**src/rtl/awg_pkg.sv**
```systemverilog
// Shared types and defaults for the AWG trigger dispatcher: FSM states,
// bus idle select, watchdog defaults and the queued command word layout.
package awg_pkg;

  typedef enum logic [2:0] {
    S_IDLE,
    S_WAIT_TRIG,
    S_SETUP,
    S_ISSUE,
    S_WAIT_ACK,
    S_WAIT_DONE,
    S_GAP
  } state_t;

  localparam logic [3:0]  IDLE_SEL_DEF    = 4'hF;
  localparam int unsigned ACK_TIMEOUT_DEF = 4;
  localparam logic [23:0] RUN_TIMEOUT_DEF = 24'd10_000_000;
  localparam int unsigned GAP_CYCLES_DEF  = 2;

  localparam int unsigned CMD_W = 20;

  typedef struct packed {
    logic [3:0]  brd;
    logic [15:0] addr;
  } cmd_t;

endpackage

```
**src/rtl/awg_cmd_fifo.sv**
```systemverilog
// Synchronous command FIFO; a push alongside a pop is accepted even when full,
// so a refill on the dispatch cycle never loses a slot.
module awg_cmd_fifo #(
  parameter int unsigned AW = 4,
  parameter int unsigned DW = 20
) (
  input  logic          clk_i,
  input  logic          reset_i,
  input  logic          push_i,
  input  logic          pop_i,
  input  logic [DW-1:0] wdata_i,
  output logic [DW-1:0] rdata_o,
  output logic [AW:0]   count_o,
  output logic          full_o,
  output logic          empty_o
);

  localparam int unsigned DEPTH = 1 << AW;

  logic [DW-1:0] r_mem [DEPTH];
  logic [AW-1:0] r_wr_ptr;
  logic [AW-1:0] r_rd_ptr;
  logic [AW:0]   r_count;
  logic          w_push;
  logic          w_pop;

  assign full_o  = r_count[AW];
  assign empty_o = (r_count == '0);
  assign w_pop   = pop_i && !empty_o;
  assign w_push  = push_i && (!full_o || w_pop);
  assign rdata_o = r_mem[r_rd_ptr];
  assign count_o = r_count;

  // NOTE: the storage array is deliberately not reset; validity is tracked by
  // the pointers and count, and leaving it unreset lets it map onto plain RAM.
  always_ff @(posedge clk_i) begin
    if (w_push) r_mem[r_wr_ptr] <= wdata_i;
  end

  always_ff @(posedge clk_i) begin
    if (reset_i) begin
      r_wr_ptr <= '0;
      r_rd_ptr <= '0;
      r_count  <= '0;
    end else begin
      if (w_push) r_wr_ptr <= r_wr_ptr + AW'(1);
      if (w_pop)  r_rd_ptr <= r_rd_ptr + AW'(1);
      if (w_push && !w_pop)      r_count <= r_count + (AW+1)'(1);
      else if (w_pop && !w_push) r_count <= r_count - (AW+1)'(1);
    end
  end

endmodule

```
**src/rtl/awg_trigger_dispatcher.sv**
```systemverilog
// Queues host run requests and dispatches them one at a time onto the shared
// AWG sel/addr/start bus, tracking each board's ready handshake with watchdogs.
module awg_trigger_dispatcher
  import awg_pkg::*;
#(
  parameter int unsigned FIFO_AW     = 4,
  parameter logic [3:0]  IDLE_SEL    = IDLE_SEL_DEF,
  parameter int unsigned ACK_TIMEOUT = ACK_TIMEOUT_DEF,
  parameter logic [23:0] RUN_TIMEOUT = RUN_TIMEOUT_DEF,
  parameter int unsigned GAP_CYCLES  = GAP_CYCLES_DEF
) (
  input  logic               clk_i,
  input  logic               reset_i,
  input  logic               cmd_valid_i,
  input  logic [3:0]         cmd_brd_i,
  input  logic [15:0]        cmd_addr_i,
  output logic               cmd_ready_o,
  input  logic               ext_mode_i,
  input  logic               ext_trig_i,
  output logic [3:0]         sel_o,
  output logic [15:0]        addr_o,
  output logic               start_trig_o,
  input  logic               ready_i,
  output logic               awg_abort_o,
  output logic               busy_o,
  output logic [FIFO_AW:0]   fifo_count_o,
  output logic [15:0]        done_count_o,
  output logic               nack_o,
  output logic               timeout_o
);

  localparam logic [23:0] ACK_LAST = 24'(ACK_TIMEOUT - 1);
  localparam logic [23:0] RUN_LAST = RUN_TIMEOUT - 24'd1;
  localparam logic [23:0] GAP_LAST = 24'(GAP_CYCLES - 1);

  state_t      r_state;
  state_t      w_state_nxt;
  logic [23:0] r_cnt;
  logic [3:0]  r_brd;
  logic [15:0] r_addr;
  logic        r_trig_prev;
  logic [15:0] r_done_cnt;
  logic        r_nack;
  logic        r_tmo;
  logic        r_abort;

  cmd_t        w_cmd_in;
  cmd_t        w_head;
  logic        w_full;
  logic        w_empty;
  logic        w_pop;
  logic        w_cnt_clr;
  logic        w_done_inc;
  logic        w_nack_set;
  logic        w_tmo_set;
  logic        w_trig_rise;
  logic        w_bus_run;

  assign w_cmd_in = '{brd: cmd_brd_i, addr: cmd_addr_i};

  awg_cmd_fifo #(
    .AW (FIFO_AW),
    .DW (CMD_W)
  ) u_fifo (
    .clk_i   (clk_i),
    .reset_i (reset_i),
    .push_i  (cmd_valid_i),
    .pop_i   (w_pop),
    .wdata_i (w_cmd_in),
    .rdata_o (w_head),
    .count_o (fifo_count_o),
    .full_o  (w_full),
    .empty_o (w_empty)
  );

  assign w_trig_rise = ext_trig_i && !r_trig_prev;

  // NOTE: every signal driven here gets a default first, so no path through
  // the case can leave one unassigned and infer a latch.
  always_comb begin
    w_state_nxt = r_state;
    w_pop       = 1'b0;
    w_cnt_clr   = 1'b0;
    w_done_inc  = 1'b0;
    w_nack_set  = 1'b0;
    w_tmo_set   = 1'b0;
    unique case (r_state)
      S_IDLE: begin
        if (!w_empty) begin
          w_pop       = 1'b1;
          w_state_nxt = ext_mode_i ? S_WAIT_TRIG : S_SETUP;
        end
      end
      S_WAIT_TRIG: if (w_trig_rise) w_state_nxt = S_SETUP;
      S_SETUP:     w_state_nxt = S_ISSUE;
      S_ISSUE: begin
        w_state_nxt = S_WAIT_ACK;
        w_cnt_clr   = 1'b1;
      end
      S_WAIT_ACK: begin
        if (!ready_i) begin
          w_state_nxt = S_WAIT_DONE;
          w_cnt_clr   = 1'b1;
        end else if (r_cnt == ACK_LAST) begin
          w_nack_set  = 1'b1;
          w_state_nxt = S_GAP;
          w_cnt_clr   = 1'b1;
        end
      end
      S_WAIT_DONE: begin
        if (ready_i) begin
          w_done_inc  = 1'b1;
          w_state_nxt = S_GAP;
          w_cnt_clr   = 1'b1;
        end else if (r_cnt == RUN_LAST) begin
          w_tmo_set   = 1'b1;
          w_state_nxt = S_GAP;
          w_cnt_clr   = 1'b1;
        end
      end
      S_GAP:   if (r_cnt == GAP_LAST) w_state_nxt = S_IDLE;
      default: w_state_nxt = S_IDLE;
    endcase
  end

  // NOTE: all state uses non-blocking assignment so every register samples
  // the pre-edge values regardless of statement order.
  always_ff @(posedge clk_i) begin
    if (reset_i) begin
      r_state     <= S_IDLE;
      r_cnt       <= '0;
      r_brd       <= IDLE_SEL;
      r_addr      <= '0;
      r_trig_prev <= 1'b0;
      r_done_cnt  <= '0;
      r_nack      <= 1'b0;
      r_tmo       <= 1'b0;
      r_abort     <= 1'b0;
    end else begin
      r_state     <= w_state_nxt;
      r_trig_prev <= ext_trig_i;
      r_cnt       <= (w_cnt_clr || r_state == S_IDLE) ? '0 : r_cnt + 24'd1;
      if (w_pop) begin
        r_brd  <= w_head.brd;
        r_addr <= w_head.addr;
      end
      if (w_done_inc) r_done_cnt <= r_done_cnt + 16'd1;
      if (w_nack_set) r_nack <= 1'b1;
      if (w_tmo_set)  r_tmo  <= 1'b1;
      r_abort <= w_tmo_set;
    end
  end

  // The AWG muxes its outputs on sel, so sel is only released outside a run.
  assign w_bus_run = (r_state == S_SETUP) || (r_state == S_ISSUE) ||
                     (r_state == S_WAIT_ACK) || (r_state == S_WAIT_DONE);

  assign sel_o        = w_bus_run ? r_brd : IDLE_SEL;
  assign addr_o       = r_addr;
  assign start_trig_o = (r_state == S_ISSUE);
  assign awg_abort_o  = r_abort;
  assign cmd_ready_o  = !w_full;
  assign busy_o       = (r_state != S_IDLE) || !w_empty;
  assign done_count_o = r_done_cnt;
  assign nack_o       = r_nack;
  assign timeout_o    = r_tmo;

endmodule

```
**config.mk**
```make
export PLATFORM = sky130hd
export DESIGN_NAME = awg_trigger_dispatcher
export DESIGN_NICKNAME = d
export VERILOG_FILES = /design/src/rtl/awg_pkg.sv /design/src/rtl/awg_cmd_fifo.sv /design/src/rtl/awg_trigger_dispatcher.sv
export SDC_FILE = /design/constraint.sdc
export NUM_CORES = 1
export LEC_CHECK = 0
export ABC_AREA = 1
export BUFFER_PORTS_ARGS = -buffer_cell sky130_fd_sc_hd__buf_4
export CAP_MARGIN = 40
export CORE_ASPECT_RATIO = 1.1
export CORE_UTILIZATION = 51
export CTS_CLUSTER_SIZE = 40
export DETAILED_ROUTE_END_ITERATION = 10
export HOLD_SLACK_MARGIN = 0.1
export PLACE_DENSITY = 0.74
export SETUP_SLACK_MARGIN = 0.15
export SLEW_MARGIN = 20
export SYNTH_ARGS = -nofsm -noshare
export SYNTH_HDL_FRONTEND = slang
export SYNTH_SLANG_ARGS = --single-unit
```
**constraint.sdc**
```tcl
create_clock -name clk_i -period 2.1 [get_ports clk_i]
set_input_delay 0.42 -clock clk_i [delete_from_list [all_inputs] [get_ports clk_i]]
set_output_delay 0.42 -clock clk_i [all_outputs]
set_load 0.005 [all_outputs]
```
# [Yosys cells after proc, flatten, opt, wreduce, memory -nomap -nowiden]
# Memory sizes are Yosys's and may differ from the RTL's. A register that Yosys moved wholly into a read port is not among the register bits.
# Index checks and enable logic that the tools add are counted.
[word_totals] reg_bits=60 latch_bits=0 ram_bits=320 rom_bits=0 in_bits=26 out_inout_bits=47 wordCells=80 memories=1
[mem_list] memory="u_fifo.r_mem" depth=16 word_bits=20 read_ports=1 rd_clocked_by_memory_dff=1 write_ports=1 line_no="awg_cmd_fifo.sv:20" rtl="logic [DW-1:0] r_mem [DEPTH];"
[classes] n_addsub=6 mul=0 div_mod_pow=0 n_lt_le_gt_ge=0 n_eq_ne=14 n_shift=0 n_mux=27 bitwise=0 reduce_logical=22
[ops] operator="$add A24 B1 Y24 const B" n=1
[ops] operator="$eq A24 B1 Y1 const B" n=1
[ops] operator="$eq A24 B2 Y1 const B" n=1
[ops] operator="$eq A24 B24 Y1 const B" n=1
[ops] operator="$mux W3" n=7
[ops] operator="$pmux W3 S7" n=1
[ops] operator="$add A16 B1 Y16 const B" n=1
[ops] operator="$mux W1" n=14
[ops] operator="$mux W5" n=2
[ops] operator="$eq A3 B3 Y1 const B" n=3
[ops] operator="$add A4 B1 Y4 const B" n=2
[ops] operator="$eq A3 B2 Y1 const B" n=2
[ops] operator="$logic_or A1 B1 Y1" n=6
[ops] operator="$ne A2 B2 Y1 const B" n=3
[ops] operator="$ne A3 B3 Y1 const B" n=2
[ops] operator="$add A5 B1 Y5 const B" n=1
[ops] operator="$logic_and A1 B1 Y1" n=5
[ops] operator="$logic_not A1 Y1" n=5
[ops] operator="$logic_not A5 Y1" n=1
[ops] operator="$reduce_and A5 Y1" n=1
[ops] operator="$sub A5 B1 Y5 const B" n=1
[ops] operator="$mux W4" n=1
[ops] operator="$eq A3 B1 Y1 const B" n=1
[ops] operator="$logic_not A3 Y1" n=1
[ops] operator="other kinds (5)" n=5

# [Longest topological paths before layout]
# Gate-level depths: netlist of run 1.
[logic_depth] depth_word=10 mapped_depth=16

# [By module]
# Synthesis of run 1 repeated with hierarchy kept, for this count alone.
[hier_totals] cells_unflattened=1903 hier_area_um2=17973.5
[modules_own_cells] mod="awg_cmd_fifo" instances=1 cells_per_inst=1427 area_per_inst_um2=14639.0 seq_area_each_um2=9949.5
[modules_own_cells] mod="awg_trigger_dispatcher" instances=1 cells_per_inst=476 area_per_inst_um2=3334.4 seq_area_each_um2=1341.3

# [Worst setup path before layout of run 1]
# OpenSTA, ideal clock, no wires.
[synth_timing] path_kind="register to register" start="register r_state[2]" end="register u_fifo.r_count[4] (netlist: u_fifo.count_o[4])" setup_ps=113 arrival_time_ps=2165 t_required_ps=1987 setup_slack_ps=-177 stages_incl_launch_ff=16 path_buffers=0 cell_sequence="dfxtp_1 -> inv_1 -> nand2_1 -> inv_2 -> o21ai_2 -> inv_2 -> ha_1 -> inv_1 -> ha_1 -> a21o_1 -> a21oi_1 -> nor2_1 -> nor2_1 -> nand2_1 -> nor2_1 -> nor2_1"
[synth_between] elab_chain_cells=8
[synth_rtl] element="from (decl)" line_no="awg_trigger_dispatcher.sv:36" rtl="state_t r_state;"
[synth_rtl] element="from (signal assigned)" line_no="awg_trigger_dispatcher.sv:140" rtl="r_state <= w_state_nxt;"
[synth_rtl] element="$logic_not A3 Y1 *" line_no="awg_trigger_dispatcher.sv:87" rtl="unique case (r_state)"
[synth_rtl] element="$mux W1 *" line_no="awg_trigger_dispatcher.sv:87"
[synth_rtl] element="$logic_and A1 B1 Y1 *" line_no="awg_cmd_fifo.sv:29" rtl="assign w_pop = pop_i && !empty_o;"
[synth_rtl] element="$logic_or A1 B1 Y1" line_no="awg_cmd_fifo.sv:30" rtl="assign w_push = push_i && (!full_o || w_pop);"
[synth_rtl] element="$logic_and A1 B1 Y1" line_no="awg_cmd_fifo.sv:30"
[synth_rtl] element="$logic_not A1 Y1" line_no="awg_cmd_fifo.sv:49" rtl="else if (w_pop && !w_push) r_count <= r_count - (AW+1)'(1);"
[synth_rtl] element="$logic_and A1 B1 Y1" line_no="awg_cmd_fifo.sv:49"
[synth_rtl] element="$reduce_bool A2 Y1 (no source line)"
[synth_rtl] element="to (signal assigned)" line_no="awg_cmd_fifo.sv:48" rtl="if (w_push && !w_pop) r_count <= r_count + (AW+1)'(1);"
[synth_rtl] element="to (signal assigned)" line_no="awg_cmd_fifo.sv:49"
[synth_rtl] element="to (decl)" line_no="awg_cmd_fifo.sv:23" rtl="logic [AW:0] r_count;"
# Every way passes the cells marked *; elsewhere a longest branch is shown, timed or not.
# A chain may end at the register's enable or synchronous reset.

# [Worst setup path after layout of run 1]
[layout_timing] start="register r_state[0]" end="output busy_o"
[layout_between] elab_chain_cells=2
[layout_rtl] element="$reduce_bool A3 Y1" line_no="awg_trigger_dispatcher.sv:163" rtl="assign busy_o = (r_state != S_IDLE) || !w_empty;"
[layout_rtl] element="$logic_or A1 B1 Y1" line_no="awg_trigger_dispatcher.sv:163"
[layout_rtl] element="to (decl)" line_no="awg_trigger_dispatcher.sv:25" rtl="output logic busy_o,"
# Every way passes these cells.

==> metrics.csv, run 1 <==
stage;metric;value;unit
synth;Synth cell types;40;
clock_network;CTS tree;done;
synth;top-count cell post-synth;nor2_1;
worst_setup_path;CP Class;reg -> out;
layout;Diodes inserted;0;
worst_setup_path;Worst Setup SP;r_state[0];
synth;Seq cells post-synth;400;
route;number of detailed-route iterations in the first pass;5;
worst_setup_path;RR Startpoint;r_state[0];
timing;hold_ws;164;ps
worst_setup_path;worst-path fanout max;2;
clock_network;clock transition at the registers of the reported paths;60;ps
layout;Finished Core Util;0.630;
synth;Seq/Total Area, Yosys;0.670;
floorplan;IO Count;73;
floorplan;Die ar.;0.0335;mm²
synth;Post-Synth Adder-Cell Area;0.0117;
route;routed wire length;41.5;mm
clock_network;worst skew pair latency;560;ps
worst_setup_path;WP data arrival;1700;ps
synth;share of the synthesized area in the top cell type;0.574;
floorplan;Core ar.;0.0323;mm²
timing;final worst slack;-22.2;ps
place;Placed Instances;2048;
route;per-cell routed wire length;19.3;µm
synth;fraction of registers with async set/reset;0;
synth;multiplexer area fraction after synthesis;0;
synth;Post-synth EDFFs;320;
layout;NumNets Final;1734;
pwr;VDD IR max;0.829;mV
synth;Post-Synth XOR/XNOR Area;0.0126;
place;RD Place Congestion;0.903;
synth;largest family of logic cells by synthesized area;simple AND/OR/NAND/NOR gates;
floorplan;Initial Util;0.518;
route;Post-DRT Antenna Nets;0;
synth;top post-synthesis cells by count;370 x nor2_1, 320 x edfxtp_1, 177 x o21ai_0;
clock_network;CTS root buf;clkbuf_16;
hold_path;HP Class;in -> reg;
layout;Syn-to-layout area delta;21.6;%
clock_network;H-tree depth;2;
grt;initial antenna violation count;0;
layout;post-route design area;0.0204;mm²
place;Place WS;-61.7;ps
timing;sum of negative setup slack;-36.7;ps
pwr;sw frac;0.319;
synth;Synth area leaders;edfxtp_1 57%, dfxtp_1 9.6%, nor2_1 8.3%;
run_status;status;finished, violations left;
timing;max-slew violations;0;
pwr;Leakage;7.32;nW
floorplan;Die X;175;µm
place;number of port buffers;72;
synth;ys flop type;edfxtp_1;
place;DP HPWL;24.0;mm
worst_setup_path;Worst Path Required;1680;ps
grt;number of global-route vias before repair;11700;
synth;synthesized area per cell;10.8;µm²
timing;Worst Tran Pin Value;402;ps
grt;GRT Util Overall;0.239;
synth;leading area contributor after synthesis;edfxtp_1;
pwr;P_sw;7.20;mW
layout;fill count;2391;
timing;Clock Skews;30.1;ps
synth;Warnings, synthesis;0;
clock_network;CTS Buf Count;40;
worst_setup_path;Critical Path Sink Type;primary output;
clock_network;clk buf depth;3;
pwr;pwr/cell area;1110;mW/mm²
route;number of DRC markers in iteration 0;1221;
synth;Syn Nets;1592;
floorplan;Row Count;69;
timing;count of final hold-check violations;0;
grt;first-pass GRT wire length;62.4;mm
timing;maximum clock rate;471;MHz
pwr;clock power share;0.304;
place;Placed Area;0.0183;mm²
clock_network;CTS Sinks;400;
timing;final setup fails;2;
timing;Slew headroom;0.731;
grt;grt total ovfl;0;
layout;non-filler cells, final;2151;
timing;min Tclk post-route;2120;ps
floorplan;Die Y;192;µm
route;via density per instance;5.68;
pwr;Comb power frac;0.287;
synth;post-synthesis compound-gate area fraction;0.101;
timing;Final Cycle Share;1.01;
grt;largest net degree at the start of global routing;64;
hold_path;worst hold start;cmd_addr_i[12];
pwr;power share of the sequential group;0.409;
synth;Syn Inst Count;1551;
layout;layout cell share with drive strength beyond 1;0.182;
pwr;total power;22.6;mW
synth;Mapped Area;0.0167;mm²
pwr;cell internal pwr;15.4;mW
run_status;failing checks;setup timing;
worst_setup_path;CP Launch Type;flop;
synth;Synth Area in Simple Gates;0.161;
route;total number of vias;12200;
timing;RSZ-0062 raised after global routing;yes;
flow_run;total of max-cap violations;0;
route;DRC;0;
[layout make-up]
class,instances,area [µm²],area share
clock buffer,56,1120,0.0551
tap,426,533,0.0262
sequential,400,11200,0.552
timing repair buffer,180,1890,0.0930
clock inverter,18,149,0.00731
inverter,91,354,0.0174
multi-input combinational,980,5080,0.250
[cell usage in the layout (no fill, tap or decap), types with 10 or more instances in the layout]
cell,synthesis,final
nor2_1,370,350
edfxtp_1,320,320
o21ai_0,177,175
nand2_1,139,133
buf_4,10,120
inv_1,85,82
nand3_1,78,78
dfxtp_1,80,74
o211ai_1,69,69
clkbuf_16,0,46
a21oi_1,30,29
buf_12,0,26
buf_6,4,25
nor2_4,6,21
nor3_1,14,14
xor2_1,14,13
nand4_1,13,13
clkinv_2,0,11
xnor2_1,10,10
ha_1,14,10
clkbuf_1,44,10
[sequential cells by signal, indices dropped and copies added, names as in the netlist, 4 cells and up]
register         cells
u_fifo.count_o       5
u_fifo.r_mem       320
u_fifo.r_rd_ptr      4
addr_o              16
done_count_o        16
r_cnt               24
r_brd                4
u_fifo.r_wr_ptr      4
[layer usage]
metal | up-vias | part of all wire | global-route usage
met1 | 5916 | 0.40 | 0.315
met4 | 0 | 0.030 | 0.0940
li1 | 5680 | - | -
met5 | - | 0 | 0
met3 | 93 | 0.079 | 0.0344
met2 | 536 | 0.49 | 0.402
[power by group through the flow]
stage / clock [mW] / sequential, mW / combinational (mW)
after detailed placement: 0 / 9.38 / 5.78
after CTS: 6.95 / 9.22 / 6.13
after global placement: 0 / 9.36 / 5.64
after floorplan: 0 / 9.35 / 3.71
final: 6.87 / 9.24 / 6.49
after global routing: 7.26 / 9.27 / 7.19
[logic make-up (layout without fill, tap and decap cells)]
family | after synthesis | after routing
AND/OR/NAND/NOR | 643 | 643
flip-flops | 400 | 400
AO/OA/AOI/OAI | 298 | 298
buffers and inverters | 171 | 345
XOR/XNOR | 24 | 24
adder cells (fa/ha/maj) | 15 | 15
[path summary, 6_finish.rpt]
| check | endpoint | slack, ps | depth (start not counted) |
|---|---|---|---|
| worst max register to register | u_fifo.count_o[3] | -10 | 17 |
| worst min-delay path | u_fifo.r_mem[12][12] | 160 | 1 |
| worst min register to register | timeout_o | 460 | 2 |
| worst max-delay path | busy_o | -20 | 8 |
[worst max-delay path: stages (launching register included)]
cell and delay [ps]:
dfxtp_2 340, nor2_4 130, nand2_2 80, buf_4 130, buf_4 120, buf_6 110, nor2_4 90, inv_2 30
buf_4 120
[repair_timing]
action / in CTS / in global routing
hold buffers: 1 / 0
gates resized for setup: 26 / 67
pin swaps: 11 / 21
buffers inserted: 7 / 12
gates cloned: 0 / 9
hold endpoints to repair: 1 / 0
setup endpoints to repair: 8 / 314
Note: power is estimated with default switching activity, not from simulation.
==> run 2, diff against run 1 <==
--- a/config.mk
+++ b/config.mk
@@ -9,6 +9,7 @@
 export BUFFER_PORTS_ARGS = -buffer_cell sky130_fd_sc_hd__buf_4
 export CAP_MARGIN = 40
 export CORE_ASPECT_RATIO = 1.1
+export CORE_MARGIN = 1.5
 export CORE_UTILIZATION = 51
 export CTS_CLUSTER_SIZE = 40
 export DETAILED_ROUTE_END_ITERATION = 10
==> constraint.sdc (replaced) <==
create_clock -name clk_i -period 2.1 [get_ports clk_i]
set_input_delay 0.105 -clock clk_i [delete_from_list [all_inputs] [get_ports clk_i]]
set_output_delay 0.105 -clock clk_i [all_outputs]
set_load 0.005 [all_outputs]
==> metrics.csv, run 2 (synthesis results as in run 1) <==
stage;metric;value;unit;change
layout;most frequent cells in the layout;351 x nor2_1, 320 x edfxtp_1, 175 x o21ai_0;;
clock_network;CTS root buf;clkbuf_16;;
clock_network;CTS tree;done;;
floorplan;Row Count;69;;unchanged
clock_network;worst skew pair latency;540;ps;-20 ps
clock_network;H-tree depth;2;;unchanged
layout;commonest non-fill, non-tap cell in the layout;nor2_1;;
worst_setup_path;CP Class;reg -> reg;;
timing;Slew headroom;0.513;;-0.218
run_status;failing checks;setup timing;;
timing;max-slew violations;0;;unchanged
timing;sum of negative setup slack;-37.8;ps;-1.15 ps
hold_path;HP Class;in -> reg;;
floorplan;Core ar.;0.0323;mm²;unchanged
grt;initial antenna violation count;0;;unchanged
timing;Worst Tran Pin Value;729;ps;+328 ps
layout;Largest regs;u_fifo.r_mem x320, r_cnt x24;;
timing;RSZ-0062 raised after global routing;yes;;
floorplan;Initial Util;0.518;;unchanged
timing;maximum clock rate;468;MHz;-0.73%
timing;Clock Skews;21.6;ps;-8.55 ps
pwr;total power;22.5;mW;-0.47%
route;total number of vias;12000;;-1.8%
layout;largest reg by FF count;u_fifo.r_mem;;
timing;final setup fails;1;;-1
route;per-cell routed wire length;18.3;µm;-5.3%
grt;first-pass GRT wire length;61.7;mm;-0.98%
place;RD Place Congestion;0.885;;-2.0%
worst_setup_path;WP data arrival;2600;ps;+900 ps
layout;max FFs per register;320;;unchanged
layout;Syn-to-layout area delta;19.7;%;
grt;GRT Util Overall;0.234;;-0.00575
grt;number of global-route vias before repair;11800;;+1.1%
timing;min Tclk post-route;2140;ps;+15.6 ps
floorplan;IO Count;73;;unchanged
worst_setup_path;critical path's top delay family;simple AND/OR/NAND/NOR gates;;
pwr;Leakage;7.20;nW;-1.6%
grt;largest net degree at the start of global routing;92;;+44%
route;routed wire length;39.3;mm;-5.3%
flow_run;total of max-cap violations;0;;unchanged
timing;final worst slack;-37.8;ps;-15.6 ps
worst_setup_path;CP Cell Sequence;nor2_4 > nand2_2 > inv_2 > o21ai_4 > inv_2 > ha_4 > inv_4 > buf_6 > ha_4 > a21o_1 > a21oi_2 > nor2_1 > nor2_1 > nand2_1 > nand2_1 > nand2_1 > nor2_1;;
worst_setup_path;Critical Path Sink Type;flop;;
clock_network;CTS Sinks;400;;unchanged
grt;grt total ovfl;0;;unchanged
clock_network;clock transition at the registers of the reported paths;60;ps;about the same
route;number of DRC markers in iteration 0;1106;;-9.4%
layout;NumNets Final;1733;;-0.058%
place;DP HPWL;22.8;mm;-4.9%
clock_network;CTS Buf Count;41;;+2.5%
worst_setup_path;Worst Path Required;2560;ps;+880 ps
floorplan;Die Y;193;µm;+0.52%
worst_setup_path;Worst Path Buf+Inv;4;;-1
clock_network;clk buf depth;3;;unchanged
run_status;status;finished, violations left;;
pwr;pwr/cell area;1120;mW/mm²;+1.1%
layout;layout cell share with drive strength beyond 1;0.164;;-0.0180
route;via density per instance;5.58;;-1.8%
timing;count of final hold-check violations;0;;unchanged
floorplan;Die X;176;µm;+0.57%
worst_setup_path;worst-path fanout max;3;;+1
timing;Final Cycle Share;1.02;;+0.00744
pwr;VDD IR max;0.890;mV;+7.3%
route;number of detailed-route iterations in the first pass;5;;unchanged
route;Post-DRT Antenna Nets;0;;unchanged
layout;Diodes inserted;0;;unchanged
worst_setup_path;CP max stage cell;dfxtp_2;;
place;number of port buffers;72;;unchanged
worst_setup_path;max incr delay on CP;330;ps;about the same
floorplan;Die ar.;0.0339;mm²;+1.1%
worst_setup_path;CP Launch Type;flop;;
route;DRC;0;;unchanged
## run 2: metrics by stage
stage	instance area, µm²	std cells	worst slack (ps)	hold WS (ps)	utilization
2_1_floorplan	16800	1551	-89.7	204	-
3_3_place_gp	18200	2038	-33.6	320	0.564
3_5_place_dp	18200	2038	-76.5	332	0.564
4_1_cts	19900	2146	64.0	382	0.615
5_1_grt	20000	2151	-146	415	0.621
6_report	20000	2151	-37.8	396	0.621
## run 2: area by class of cell
| class | count | area [µm²] |
|---|---|---|
| Multi-Input combinational cell | 980 | 4980 |
| Tap cell | 426 | 533 |
| Inverter | 91 | 349 |
| Timing Repair Buffer | 178 | 1660 |
| Clock inverter | 23 | 213 |
| Sequential cell | 400 | 11200 |
| Fill cell | 2511 | 12200 |
| Clock buffer | 53 | 1080 |
## run 2: power by group
group / switching, mW / total [mW] / internal [mW]
Clock: 2.99 / 7.04 / 4.05
Sequential: 0.210 / 9.20 / 8.99
Combinational: 3.83 / 6.25 / 2.42
## run 2: routing by layer
metal	vias up	global-route usage	wire length (µm)
met1	5775	0.305	16200
li1	5679	-	-
met4	0	0.0792	863
met2	493	0.403	19500
met3	64	0.0343	2720
met5	-	0	0
## run 2: worst min-delay path: cells and delay by family
kind	cells	cell delay (ps)
buf+inv	2	710
simple gates	1	70
## run 2: final timing paths
path         slack, ps                 to  cells past startpoint        from
max                -40  u_fifo.count_o[4]                     17  r_state[1]
min                400         r_state[2]                      3     reset_i
max reg2reg        -40  u_fifo.count_o[4]                     17  r_state[1]
min reg2reg        470          timeout_o                      2   timeout_o
## run 2: timing repair
| action | 4_1_cts | 5_1_grt |
|---|---|---|
| pin swaps | 9 | 8 |
| gates resized for setup | 12 | 25 |
| hold endpoints to repair | 345 | 0 |
| gates cloned | 0 | 1 |
| setup endpoints to repair | 3 | 208 |
| setup buffers | 6 | 4 |
| hold buffers | 26 | 0 |
==> run 3, diff against run 2 <==
--- a/config.mk
+++ b/config.mk
@@ -5,7 +5,6 @@
 export SDC_FILE = /design/constraint.sdc
 export NUM_CORES = 1
 export LEC_CHECK = 0
-export ABC_AREA = 1
 export BUFFER_PORTS_ARGS = -buffer_cell sky130_fd_sc_hd__buf_4
 export CAP_MARGIN = 40
 export CORE_ASPECT_RATIO = 1.1
==> metrics.csv, run 3 <==
stage;metric;value;unit;change
run_status;status;finished, violations left;;
run_status;failing checks;setup timing;;
synth;Mapped Area;0.0158;mm²;-5.7%
timing;count of final hold-check violations;0;;unchanged
worst_setup_path;reg2reg setup slack;-260;ps;-220 ps
pwr;Comb power frac;0.279;;about the same
worst_setup_path;CP Class;reg -> reg;;
clock_network;CTS tree;done;;
route;via density per instance;5.78;;+3.4%
clock_network;clk buf depth;3;;unchanged
grt;number of global-route vias before repair;9188;;-22%
route;number of DRC markers in iteration 0;916;;-17%
floorplan;Die ar.;0.0320;mm²;-5.7%
place;DP HPWL;20.4;mm;-10%
layout;max FFs per register;320;;unchanged
clock_network;CTS root buf;clkbuf_16;;
timing;sum of negative setup slack;-22730;ps;-22690 ps
pwr;sw frac;0.272;;-0.0412
synth;share of the synthesized area in the top cell type;0.609;;+0.0350
grt;grt total ovfl;0;;unchanged
pwr;Leakage;6.85;nW;-4.8%
flow_run;total of max-cap violations;0;;unchanged
floorplan;Row Count;67;;-2.9%
layout;post-route design area;0.0203;mm²;+1.5%
synth;fraction of registers with async set/reset;0;;unchanged
layout;area taken by multi-input logic gates;0.00461;mm²;-7.5%
timing;maximum clock rate;424;MHz;-9.3%
synth;Warnings, synthesis;0;;unchanged
route;number of detailed-route iterations in the first pass;5;;unchanged
grt;initial antenna violation count;0;;unchanged
worst_setup_path;CP Launch Type;flop;;
synth;Seq/Total Area, Yosys;0.711;;+0.0409
pwr;cell internal pwr;17.0;mW;+10%
synth;Synth area leaders;edfxtp_1 61%, mux4_2 14%, dfxtp_1 10%;;
synth;Synth cell types;45;;+13%
timing;RSZ-0062 raised after global routing;yes;;
layout;layout cell share with drive strength beyond 1;0.356;;+0.192
timing;Clock Skews;22.3;ps;+0.711 ps
layout;commonest non-fill, non-tap cell in the layout;edfxtp_1;;
synth;Post-synth EDFFs;320;;unchanged
timing;Worst Tran Pin Value;575;ps;-154 ps
hold_path;worst hold start;cmd_valid_i;;
pwr;pwr/cell area;1150;mW/mm²;+2.5%
grt;largest net degree at the start of global routing;33;;-64%
layout;Syn-to-layout area delta;29.0;%;
layout;largest reg by FF count;u_fifo.r_mem;;
layout;Largest regs;u_fifo.r_mem x320, r_cnt x24;;
synth;leading area contributor after synthesis;edfxtp_1;;
clock_network;CTS Sinks;400;;unchanged
worst_setup_path;WP data arrival;2820;ps;+220 ps
route;DRC;0;;unchanged
place;RD Place Congestion;0.812;;-8.2%
floorplan;Die X;171;µm;-2.9%
synth;ys flop type;edfxtp_1;;
pwr;VDD IR max;0.913;mV;+2.6%
pwr;clock power share;0.325;;+0.012
clock_network;CTS Buf Count;42;;+2.4%
synth;Syn Nets;945;;-41%
hold_path;HP Class;in -> reg;;
route;per-cell routed wire length;23.9;µm;+31%
timing;max-slew violations;0;;unchanged
synth;Syn Inst Count;904;;-42%
route;Post-DRT Antenna Nets;0;;unchanged
synth;top post-synthesis cells by count;320 x edfxtp_1, 100 x mux4_2, 80 x dfxtp_1;;
route;total number of vias;9040;;-25%
route;routed wire length;37.4;mm;-4.8%
floorplan;IO Count;73;;unchanged
synth;top-count cell post-synth;edfxtp_1;;
layout;NumNets Final;1160;;-33%
layout;Finished Core Util;0.669;;+0.0480
clock_network;clock transition at the registers of the reported paths;60;ps;about the same
layout;Diodes inserted;0;;unchanged
timing;min Tclk post-route;2360;ps;+218 ps
clock_network;H-tree depth;2;;unchanged
worst_setup_path;RR Startpoint;r_state[0];;
grt;first-pass GRT wire length;55.7;mm;-9.8%
place;number of port buffers;72;;unchanged
worst_setup_path;Worst Setup SP;r_state[0];;
floorplan;Die Y;187;µm;-2.9%
synth;synthesized area per cell;17.5;µm²;+62%
layout;register area;0.0112;mm²;about the same
timing;final setup fails;271;;+270
floorplan;Core ar.;0.0304;mm²;-5.8%
worst_setup_path;Critical Path Sink Type;flop;;
synth;Seq cells post-synth;400;;unchanged
place;Placed Area;0.0177;mm²;-2.7%
layout;fill count;1948;;-22%
pwr;power share of the sequential group;0.396;;-0.013
worst_setup_path;Worst Path Required;2570;ps;about the same
floorplan;Initial Util;0.518;;about the same
pwr;P_sw;6.36;mW;-9.6%
timing;Final Cycle Share;1.12;;+0.104
worst_setup_path;worst-path fanout max;3;;unchanged
grt;GRT Util Overall;0.239;;+0.00498
clock_network;worst skew pair latency;550;ps;about the same
layout;most frequent cells in the layout;320 x edfxtp_1, 118 x buf_4, 100 x mux4_2;;
timing;final worst slack;-256;ps;-218 ps
timing;Slew headroom;0.617;;+0.103
-- run 3: cell count changes in the layout (fill, tap and decap cells not counted), moves of 69 or more --
cell      change
inv_1        -76
mux4_2      +100
nand2_1      -77
nor2_1      -289
o211ai_1     -69
o21ai_0     -169
-- run 3: final cells by class --
type | instances | area share
clock buffer | 54 | 0.0554
clock inverter | 22 | 0.0143
sequential | 400 | 0.551
inverter | 9 | 0.00178
tap | 414 | 0.0255
multi-input combinational | 449 | 0.226
timing repair buffer | 217 | 0.125
-- run 3: metrics by stage --
step / setup WS, ps / hold WS [ps] / std cells / power [mW]
floorplan: -446 / 204 / 904 / 12.9
CTS: -260 / 201 / 1560 / 23.3
global route: -356 / 252 / 1565 / 24.3
global placement: -209 / 329 / 1420 / 14.6
finish: -256 / 226 / 1565 / 23.4
detailed placement: -266 / 341 / 1420 / 14.7
-- run 3: final timing paths --
kind | depth (start not counted) | end
worst max-delay path | 10 | u_fifo.count_o[4]
worst min-delay path | 5 | u_fifo.count_o[2]
worst max register to register | 10 | u_fifo.count_o[4]
worst min register to register | 2 | addr_o[0]
-- run 3: logic make-up after synthesis --
kind of cell | Yosys count | share of synthesized area
flip-flops | 400 | 0.711
AND/OR/NAND/NOR | 231 | 0.0697
multiplexers | 105 | 0.146
buffers and inverters | 55 | 0.0158
AO/OA/AOI/OAI | 52 | 0.0200
XOR/XNOR | 46 | 0.0255
adder cells (fa/ha/maj) | 15 | 0.0124
-- run 3: worst max-delay path, stage by stage (launching register included) --
cell      delay [ps]
dfxtp_1          310
or3_4            420
a21boi_4         180
ha_4             170
inv_4             50
fa_2             330
a21o_1           170
a21oi_2          130
xnor2_1           80
or3_1            310
a21oi_1          130
-- run 3: what timing repair did --
item | 4_1_cts | 5_1_grt
endpoints found under the hold margin | 347 | 0
cloned | 16 | 0
buffers inserted | 23 | 5
hold buffers | 25 | 0
resized for setup | 66 | 13
setup endpoints to repair | 309 | 357
pin swaps | 4 | 6
-- run 3: routing by layer --
metal	vias to the layer above	wire [µm]	GRT usage
li1	3982	-	-
met1	4582	14500	0.310
met2	399	19200	0.405
met3	77	2500	0.0417
met4	0	1130	0.0837
met5	-	0	0
-- run 3: power by group through the flow --
stage	Sequential [mW]	Combinational [mW]	Clock (mW)
3_3_place_gp	9.41	5.21	0
5_1_grt	9.30	6.97	8.02
6_report	9.27	6.53	7.60
2_1_floorplan	9.37	3.52	0
4_1_cts	9.25	6.39	7.69
3_5_place_dp	9.43	5.30	0
